--- config.mk ---
export PLATFORM = sky130hd
export DESIGN_NAME = param_write_buffer
export DESIGN_NICKNAME = d
export VERILOG_FILES = /design/src/rtl/wb_pkg.sv /design/src/rtl/wb_fwd_mux.sv /design/src/rtl/param_write_buffer.sv
export SDC_FILE = /design/constraint.sdc
export NUM_CORES = 1
export LEC_CHECK = 0
export CORE_MARGIN = 1
export CORE_UTILIZATION = 60
export CTS_BUF_LIST = sky130_fd_sc_hd__clkbuf_4 sky130_fd_sc_hd__clkbuf_8
export CTS_CLUSTER_SIZE = 8
export DETAILED_ROUTE_END_ITERATION = 8
export PLACE_DENSITY = 0.81
export SLEW_MARGIN = 5
export SYNTH_ARGS = -nofsm -noshare
export SYNTH_HDL_FRONTEND = slang
export SYNTH_SLANG_ARGS = --single-unit
--- constraint.sdc ---
create_clock -name clk -period 9.63 [get_ports clk]
set_input_delay 2.889 -clock clk [delete_from_list [all_inputs] [get_ports clk]]
set_output_delay 2.889 -clock clk [all_outputs]
set_load 0.005 [all_outputs]
--- src/rtl/wb_pkg.sv ---
// Shared widths, drain-state encoding and entry record for the posted-write buffer.
package wb_pkg;

  localparam int unsigned ADR_W_DEF  = 30;
  localparam int unsigned DATA_W_DEF = 32;
  localparam int unsigned BE_W_DEF   = DATA_W_DEF / 8;

  // One byte enable per 8-bit data lane.
  function automatic int unsigned be_width(input int unsigned data_w);
    return data_w / 8;
  endfunction

  // Drain state; the BUSY state is exactly mem_en.
  typedef enum logic {
    DRAIN_IDLE = 1'b0,
    DRAIN_BUSY = 1'b1
  } drain_state_e;

  typedef struct packed {
    logic [ADR_W_DEF-1:0]  adr;
    logic [DATA_W_DEF-1:0] data;
    logic [BE_W_DEF-1:0]   byteen;
    logic                  valid;
  } wb_entry_t;

endpackage

--- src/rtl/wb_fwd_mux.sv ---
// Per-lane read forwarding: the youngest valid matching entry supplies each byte.
module wb_fwd_mux
  import wb_pkg::*;
#(
  parameter int unsigned ADR_W  = ADR_W_DEF,
  parameter int unsigned DATA_W = DATA_W_DEF,
  parameter int unsigned DEPTH  = 4,
  localparam int unsigned BE_W  = be_width(DATA_W),
  localparam int unsigned PTR_W = $clog2(DEPTH)
) (
  input  logic [ADR_W-1:0]  adr_i    [DEPTH],
  input  logic [DATA_W-1:0] data_i   [DEPTH],
  input  logic [BE_W-1:0]   byteen_i [DEPTH],
  input  logic [DEPTH-1:0]  valid_i,
  input  logic [PTR_W-1:0]  head_i,
  input  logic [ADR_W-1:0]  rd_adr_i,
  output logic              rd_hit_o,
  output logic [DATA_W-1:0] rd_data_o,
  output logic [BE_W-1:0]   rd_byteen_o
);

  logic [PTR_W-1:0] idx;

  // Walk oldest to youngest so later (younger) entries overwrite earlier lanes.
  always_comb begin
    rd_data_o   = '0;
    rd_byteen_o = '0;
    idx         = '0;
    for (int k = 0; k < int'(DEPTH); k++) begin
      idx = head_i + PTR_W'(k);
      if (valid_i[idx] && (adr_i[idx] == rd_adr_i)) begin
        for (int b = 0; b < int'(BE_W); b++) begin
          if (byteen_i[idx][b]) begin
            rd_data_o[8*b +: 8] = data_i[idx][8*b +: 8];
            rd_byteen_o[b]      = 1'b1;
          end
        end
      end
    end
  end

  assign rd_hit_o = |rd_byteen_o;

endmodule

--- src/rtl/param_write_buffer.sv ---
// Posted-write buffer: coalesces into the youngest entry, forwards reads,
// and drains in order to memory over a single-outstanding en/done handshake.
module param_write_buffer
  import wb_pkg::*;
#(
  parameter int unsigned ADR_W    = ADR_W_DEF,
  parameter int unsigned DATA_W   = DATA_W_DEF,
  parameter int unsigned DEPTH    = 4,
  parameter bit          MERGE_EN = 1'b1,
  localparam int unsigned BE_W    = be_width(DATA_W),
  localparam int unsigned PTR_W   = $clog2(DEPTH),
  localparam int unsigned CNT_W   = PTR_W + 1
) (
  input  logic              clk,
  input  logic              reset,
  input  logic              wr_en,
  input  logic [ADR_W-1:0]  wr_adr,
  input  logic [DATA_W-1:0] wr_data,
  input  logic [BE_W-1:0]   wr_byteen,
  output logic              wr_ack,
  input  logic [ADR_W-1:0]  rd_adr,
  output logic              rd_hit,
  output logic [DATA_W-1:0] rd_data,
  output logic [BE_W-1:0]   rd_byteen,
  output logic [ADR_W-1:0]  mem_adr,
  output logic [DATA_W-1:0] mem_data,
  output logic [BE_W-1:0]   mem_byteen,
  output logic              mem_en,
  input  logic              mem_done,
  output logic [CNT_W-1:0]  count,
  output logic              full,
  output logic              empty
);

  logic [ADR_W-1:0]  adr_q  [DEPTH];
  logic [DATA_W-1:0] data_q [DEPTH];
  logic [BE_W-1:0]   be_q   [DEPTH];
  logic [DEPTH-1:0]  valid_q;
  logic [PTR_W-1:0]  head_q, tail_q, young;
  logic [CNT_W-1:0]  count_q, count_d;
  logic              full_q, empty_q;
  drain_state_e      state_q;
  logic [ADR_W-1:0]  mem_adr_q;
  logic [DATA_W-1:0] mem_data_q;
  logic [BE_W-1:0]   mem_be_q;

  logic              merge_hit_c, do_wr, do_push, do_merge, do_issue, do_pop;
  logic [DATA_W-1:0] merged_data, iss_data;
  logic [BE_W-1:0]   merged_be, iss_be;

  assign young       = tail_q - PTR_W'(1);
  assign merge_hit_c = MERGE_EN && (count_q != '0) && valid_q[young] &&
                       (adr_q[young] == wr_adr) &&
                       !((state_q == DRAIN_BUSY) && (young == head_q));
  assign wr_ack      = wr_en && (!full_q || merge_hit_c);
  assign do_wr       = wr_ack && (wr_byteen != '0);
  assign do_merge    = do_wr && merge_hit_c;
  assign do_push     = do_wr && !merge_hit_c;
  assign do_issue    = (state_q == DRAIN_IDLE) && (count_q != '0);
  assign do_pop      = (state_q == DRAIN_BUSY) && mem_done;

  // Merged image of the youngest entry; also issued if that entry leaves this edge.
  always_comb begin
    merged_data = data_q[young];
    for (int b = 0; b < int'(BE_W); b++) begin
      if (wr_byteen[b]) merged_data[8*b +: 8] = wr_data[8*b +: 8];
    end
    merged_be = be_q[young] | wr_byteen;
    iss_data  = data_q[head_q];
    iss_be    = be_q[head_q];
    if (do_merge && (young == head_q)) begin
      iss_data = merged_data;
      iss_be   = merged_be;
    end
  end

  always_comb begin
    count_d = count_q;
    case ({do_push, do_pop})
      2'b10:   count_d = count_q + CNT_W'(1);
      2'b01:   count_d = count_q - CNT_W'(1);
      default: count_d = count_q;
    endcase
  end

  always_ff @(posedge clk or negedge reset) begin
    if (!reset) begin
      for (int i = 0; i < int'(DEPTH); i++) begin
        adr_q[i]  <= '0;
        data_q[i] <= '0;
        be_q[i]   <= '0;
      end
      valid_q    <= '0;
      head_q     <= '0;
      tail_q     <= '0;
      count_q    <= '0;
      full_q     <= 1'b0;
      empty_q    <= 1'b1;
      state_q    <= DRAIN_IDLE;
      mem_adr_q  <= '0;
      mem_data_q <= '0;
      mem_be_q   <= '0;
    end else begin
      if (do_push) begin
        adr_q[tail_q]   <= wr_adr;
        data_q[tail_q]  <= wr_data;
        be_q[tail_q]    <= wr_byteen;
        valid_q[tail_q] <= 1'b1;
        tail_q          <= tail_q + PTR_W'(1);
      end
      if (do_merge) begin
        data_q[young] <= merged_data;
        be_q[young]   <= merged_be;
      end
      if (do_pop) begin
        valid_q[head_q] <= 1'b0;
        head_q          <= head_q + PTR_W'(1);
      end
      count_q <= count_d;
      full_q  <= (count_d == CNT_W'(DEPTH));
      empty_q <= (count_d == '0);
      case (state_q)
        DRAIN_IDLE: if (do_issue) begin
          state_q    <= DRAIN_BUSY;
          mem_adr_q  <= adr_q[head_q];
          mem_data_q <= iss_data;
          mem_be_q   <= iss_be;
        end
        DRAIN_BUSY: if (mem_done) state_q <= DRAIN_IDLE;
        default:    state_q <= DRAIN_IDLE;
      endcase
    end
  end

  assign mem_en     = (state_q == DRAIN_BUSY);
  assign mem_adr    = mem_adr_q;
  assign mem_data   = mem_data_q;
  assign mem_byteen = mem_be_q;
  assign count      = count_q;
  assign full       = full_q;
  assign empty      = empty_q;

  wb_fwd_mux #(
    .ADR_W  (ADR_W),
    .DATA_W (DATA_W),
    .DEPTH  (DEPTH)
  ) u_fwd (
    .adr_i       (adr_q),
    .data_i      (data_q),
    .byteen_i    (be_q),
    .valid_i     (valid_q),
    .head_i      (head_q),
    .rd_adr_i    (rd_adr),
    .rd_hit_o    (rd_hit),
    .rd_data_o   (rd_data),
    .rd_byteen_o (rd_byteen)
  );

endmodule
==> results of run 1 <==
-- cells in the final DEF, fill, tap and decap left out, drive strengths merged, types with 6 or more instances in the layout --
master	count
xnor2	99
o22ai	11
a31o	6
buf	70
or4	6
o21ai	66
o211ai	36
nor2b	30
mux4	255
ha	10
nand2	593
o2111ai	17
clkbuf	95
nand2b	6
o221a	32
clkdlybuf4s50	207
a22oi	146
nor2	110
nor4	16
a2bb2oi	6
or2	37
inv	49
a21o	30
dfrtp	343
a21oi	173
nor3	6
nand3	9
nand4	21
mux2i	147
mux2	34
xor2	44
and3	7
-- logic make-up after synthesis --
logic type | synth area share, %
multiplexers | 28.7
AO/OA/AOI/OAI | 14.4
flip-flops | 32.2
adder cells (fa/ha/maj) | 0.542
XOR/XNOR | 4.68
buffers and inverters | 5.64
AND/OR/NAND/NOR | 13.9
-- state kept, by name, indices dropped and copies added (netlist names), 2 cells and up --
register and count:
adr_q 120, data_q 128, be_q 16, tail_q 2, count 3, mem_data 32, mem_adr 30, head_q 2
valid_q 4, mem_byteen 4
-- critical path, cell delays in order --
cell and delay (ns):
clkdlybuf4s50_1 0.66, xor2_1 0.28, nor4_1 0.60, nand4_1 0.36
buf_4 0.29, o211ai_1 0.71, nor2_1 0.12, o221a_1 0.30
clkdlybuf4s50_1 0.47
-- final cells by class --
class / count / area [µm²] / area share [%]
clock buffers: 95 / 1190 / 3.93
well taps: 592 / 741 / 2.45
diodes: 2 / 5.00 / 0.0166
clock inverters: 9 / 78.8 / 0.261
repair buffers: 278 / 2660 / 8.81
inverters: 49 / 188 / 0.621
multi-input cells: 2008 / 16700 / 55.4
flip-flops and latches: 344 / 8620 / 28.5
-- final timing paths --
check / cells past startpoint / to
setup / recovery: 9 / rd_data[31]
hold / removal: 2 / mem_data[18]$_DFFE_PN0P_
setup reg to reg: 12 / data_q[0]$_DFF_PN0_
hold reg to reg: 2 / mem_data[18]$_DFFE_PN0P_
max in group asynchronous: 2 / adr_q[101]$_DFFE_PN0P_
min in group asynchronous: 1 / mem_data[4]$_DFFE_PN0P_
-- stage by stage --
stage          area (µm²)  power (mW)  std cells  setup TNS (ns)
2_1_floorplan       26800        8.17       2647               0
3_3_place_gp        28900        10.0       3269         -0.0653
3_5_place_dp        28900        10.3       3269               0
4_1_cts             30200        11.8       3374               0
5_1_grt             30200        12.5       3376               0
6_report            30200        12.0       3377               0
-- report_power, final --
part / total [mW] / switching (mW) / internal (mW) / leakage [nW]
sequential: 3.00 / 0.898 / 2.10 / 4.32
combinational: 7.52 / 3.93 / 3.59 / 7.90
clock: 1.46 / 0.660 / 0.803 / 0.672
-- Yosys cell counts, types with 36 or more instances --
| library cell | number | share of area, % |
|---|---|---|
| mux2i_1 | 140 | 5.2 |
| mux4_2 | 251 | 21 |
| nor2_1 | 110 | 1.5 |
| buf_2 | 82 | 1.5 |
| xnor2_1 | 99 | 3.2 |
| a22oi_1 | 146 | 4.1 |
| o211ai_1 | 36 | 1.0 |
| nand2_1 | 593 | 8.3 |
| xor2_1 | 44 | 1.4 |
| o21ai_0 | 66 | 1.2 |
| inv_1 | 48 | 0.67 |
| clkbuf_1 | 87 | 1.2 |
| dfrtp_1 | 343 | 32 |
| a21oi_1 | 173 | 3.2 |
-- repair_timing --
item,4_1_cts,5_1_grt
pin swaps,1,2
cloned,0,0
gates resized for setup,1,4
buffers inserted,1,1
setup endpoints to repair,14,33
hold buffers,0,0
-- per-layer routing --
metal | GRT usage [%] | wire length [µm] | vias to the layer above
met3 | 9.41 | 11200 | 411
met5 | 0 | 24 | -
met1 | 53.6 | 32900 | 12100
met4 | 24.7 | 5750 | 4
li1 | - | - | 9957
met2 | 65.8 | 43600 | 1919
==> run metrics, run 1 <==
outcome=finished, violations left; violated checks=design-rule violations; Peak Freq=~0.10 GHz; Mapped Area=0.0268 mm²; Iter 0 DRT Violations=3466; sequential-to-total area share from yosys stat=approximately a third; standby leakage power=about 13 nW; H-tree levels=2; initial core utilization=60.6%; r2r setup slk=3.94 ns; Congestion Overflow GR=0; endpoint class of the critical path=primary output; Yosys warning total=0; largest net degree at the start of global routing=~150; Tmin final=between 9 and 10 ns; endpoints failing setup=0; IO buf count=about 210; CP Launch Type=input port; CP Max Fanout=12; Setup crit start=rd_adr[27]; Die Height=213 µm; Least-Margin Pin Slew=between 1 and 1.5 ns; Main synth FF type=dfrtp_1; Antenna Nets Post-Route=0; Reg clk slew, reported paths=0.06 ns; CTS tree=done; initial antenna violation count=4; GRT Overall Usage=about two fifths; root buffer selected by CTS=clkbuf_8; HP Start=mem_data[18]$_DFFE_PN0P_; RR Startpoint=tail_q[1]$_DFFE_PN0N_; crit path DAT=6.70 ns; row count=77; Tcrit/Tclk final=between 90% and 100%; Post-route DRC=2; core area=roughly 0.044 mm²; Routed WL=~93 mm; total CTS buffers=61; syn nets=~2800; worst hold slack=a little under 0.5 ns; post-layout util=about two thirds; ys async rst share=between 90% and 100%; Max-Slew Margin vs Limit=around 17%; detailed placement HPWL=61.5 mm; fillers=~3400; first-pass GRT wire length=about 140 mm; DR vias/cell=7.21; Peak supply drop=between 0.4 and 0.5 mV; vias in the first global route=between 20000 and 25000; drt pass-1 iters=9; Post-Route Skew=roughly 0.041 ns; Post-synth EDFFs=0; PD cells=just under 400 mW/mm²; HP Class=reg -> reg; CTS sink count=344; number of max-cap violations=0; RSZ-0062 raised after global routing=no; post-synth cell types=76; Final nets=2853; total number of vias=roughly 24000; routed len/inst=around 28 µm; crit path kind=in -> out; Final Hold Viols=0; die width=approximately 210 µm; worst-skew pair later-pin latency=0.70 ns; Max Transition Viols Final=0; Mapped Cells=approximately 2600; layout cells sized above 1=about a fifth; worst path required time=6.74 ns; PnR worst setup slack=around 0.041 ns; Synth Area per Inst=10.1 µm²; Area growth syn-to-layout=13.0%; FF+latch count, synth=around 340; I/O pin count=210; GP Congestion=roughly 1; Setup WS pre-CTS=0.00303 ns; Bufs on Longest Clock Path=3; die area=around 0.045 mm²
(Power assumes the default switching activity.)
==> run 2: changes to the inputs <==
Settings changed: SETUP_SLACK_MARGIN from default to 0.1.
==> run metrics, run 2 (synthesis gave the netlist of run 1 again) <==
Max-Slew Margin vs Limit=13.6% (-3.2 points); Post-Route Skew=0.0365 ns (-0.00421 ns); DR vias/cell=7.20 (-0.11%); post-layout util=68.6% (+0.082 points); Tcrit/Tclk final=98.8% (-0.77 points); initial antenna violation count=4 (unchanged); Iter 0 DRT Violations=3235 (-6.7%); endpoint class of the critical path=primary output; Tmin final=9.52 ns (-0.0737 ns); Die Height=213 µm (unchanged); CP Launch Type=input port; Congestion Overflow GR=0 (unchanged); routed len/inst=27.7 µm (+0.24%); r2r setup slk=3.85 ns (-0.09 ns); CP Max Fanout=12 (unchanged); core area=0.0441 mm² (unchanged); setup TNS=0 ns (unchanged); PD cells=397 mW/mm² (about the same); endpoints failing setup=0 (unchanged); number of max-cap violations=0 (unchanged); initial core utilization=60.6% (unchanged); CTS tree=done; Worst Hold Path Cells=2 (unchanged); Bufs on Longest Clock Path=3 (unchanged); drt pass-1 iters=6 (-3); commonest non-fill, non-tap cell in the layout=nand2_1; Peak Freq=0.105 GHz (+0.77%); I/O pin count=210 (unchanged); HP Start=mem_data[2]$_DFFE_PN0P_; vias in the first global route=24100 (unchanged); Antenna Nets Post-Route=0 (unchanged); crit path kind=in -> out; total CTS buffers=61 (unchanged); H-tree levels=2 (unchanged); Area growth syn-to-layout=13.1%; Peak supply drop=0.452 mV (+0.38%); row count=77 (unchanged); crit path DAT=6.63 ns (-0.07 ns); HP Class=reg -> reg; Final Hold Viols=0 (unchanged); Reg clk slew, reported paths=0.06 ns (about the same); PnR Total Power=12.0 mW (about the same); FF-to-FF path depth=12 (unchanged); worst path required time=6.74 ns (about the same); IO buf count=209 (unchanged); Post-route DRC=0 (-2); detailed placement HPWL=61.5 mm (unchanged); Most flops, register=data_q; Least-Margin Pin Slew=1.30 ns (+0.0480 ns); RR Startpoint=tail_q[1]$_DFFE_PN0N_; largest net degree at the start of global routing=148 (unchanged); Largest register FFs=128 (unchanged); PnR worst setup slack=0.114 ns (+0.0737 ns); first-pass GRT wire length=143 mm (unchanged); worst-skew pair later-pin latency=0.70 ns (about the same); outcome=finished clean; GP Congestion=0.997 (unchanged); RSZ-0062 raised after global routing=no; total number of vias=24300 (-0.021%); CTS sink count=344 (unchanged); die width=213 µm (unchanged); Max Transition Viols Final=0 (unchanged); GRT Overall Usage=41.9% (unchanged); die area=0.0454 mm² (unchanged); layout cells sized above 1=19.5% (+0.065 points); root buffer selected by CTS=clkbuf_8; FF-to-FF End=data_q[0]$_DFF_PN0_; WHS Endpoint=mem_data[2]$_DFFE_PN0P_; Routed WL=93.7 mm (+0.33%); most frequent cells in the layout=593 x nand2_1, 340 x dfrtp_1, 251 x mux4_2; standby leakage power=12.9 nW (+0.31%); Final nets=2854 (+0.035%); Setup WS pre-CTS=0.00303 ns (unchanged)
==> run 2: cell types whose count changed in the layout (fill, tap and decap cells not counted), sizes merged <==
cell | previous run | this run
buf | 70 | 71
clkdlybuf4s50 | 207 | 204
clkinv | 5 | 6
clkinvlp | 3 | 2
diode | 2 | 4
dlymetal6s2s | 1 | 4
==> run 2: how the worst max path moves through the flow <==
| stage | start | end | slack (ns) | cells past startpoint |
|---|---|---|---|---|
| after global routing | rd_adr[6] | rd_data[23] | 0.12 | 11 |
| after CTS | rd_adr[1] | rd_hit | 0.13 | 10 |
| after floorplan | rd_adr[7] | rd_data[14] | 1.65 | 9 |
| final | rd_adr[27] | rd_data[7] | 0.11 | 9 |
| after detailed placement | rd_adr[18] | rd_data[31] | 0.003 | 10 |
| after global placement | rd_adr[18] | rd_data[7] | -0.03 | 10 |
==> run 2: per-stage QoR <==
stage | std cells | hold WS [ns] | cell area [µm²]
4_1_cts | 3374 | 0.488 | 30200
3_3_place_gp | 3269 | 0.462 | 28900
6_report | 3380 | 0.483 | 30300
5_1_grt | 3377 | 0.502 | 30300
3_5_place_dp | 3269 | 0.474 | 28900
2_1_floorplan | 2647 | 0.473 | 26800
==> run 2: layer usage <==
| metal | global-route usage [%] | part of all wire (%) |
|---|---|---|
| met1 | 53.6 | 35 |
| met4 | 24.7 | 6.0 |
| met3 | 9.41 | 12 |
| met2 | 65.8 | 47 |
| met5 | 0 | 0.014 |
==> run 2: final cells by class <==
class / count / area [µm²]
Antenna cell: 4 / 10.0
Clock buffer: 95 / 1190
Clock inverter: 9 / 78.8
Fill cell: 3344 / 13900
Inverter: 49 / 185
Multi-Input combinational cell: 2008 / 16800
Sequential cell: 344 / 8620
Tap cell: 592 / 741
Timing Repair Buffer: 279 / 2680
==> run 2: timing repair <==
item / in CTS / in global routing
hold buffers: 0 / 0
endpoints found under the setup margin: 33 / 31
pin swaps: 1 / 4
resized for setup: 2 / 8
buffers inserted: 1 / 2
gates cloned: 0 / 0
==> run 2: worst max-delay path, stage by stage <==
cell and delay (ns):
clkdlybuf4s50_1 0.66, xor2_1 0.29, nor4_1 0.58, nand4_1 0.36, buf_4 0.29, or2_1 0.44, o2111ai_1 0.31, o221a_1 0.26
clkdlybuf4s50_1 0.53
==> run 2: where the power goes <==
| part | leakage, nW | switching [mW] | internal, mW |
|---|---|---|---|
| Clock | 0.672 | 0.661 | 0.803 |
| Sequential | 4.32 | 0.897 | 2.10 |
| Combinational | 7.94 | 3.94 | 3.60 |
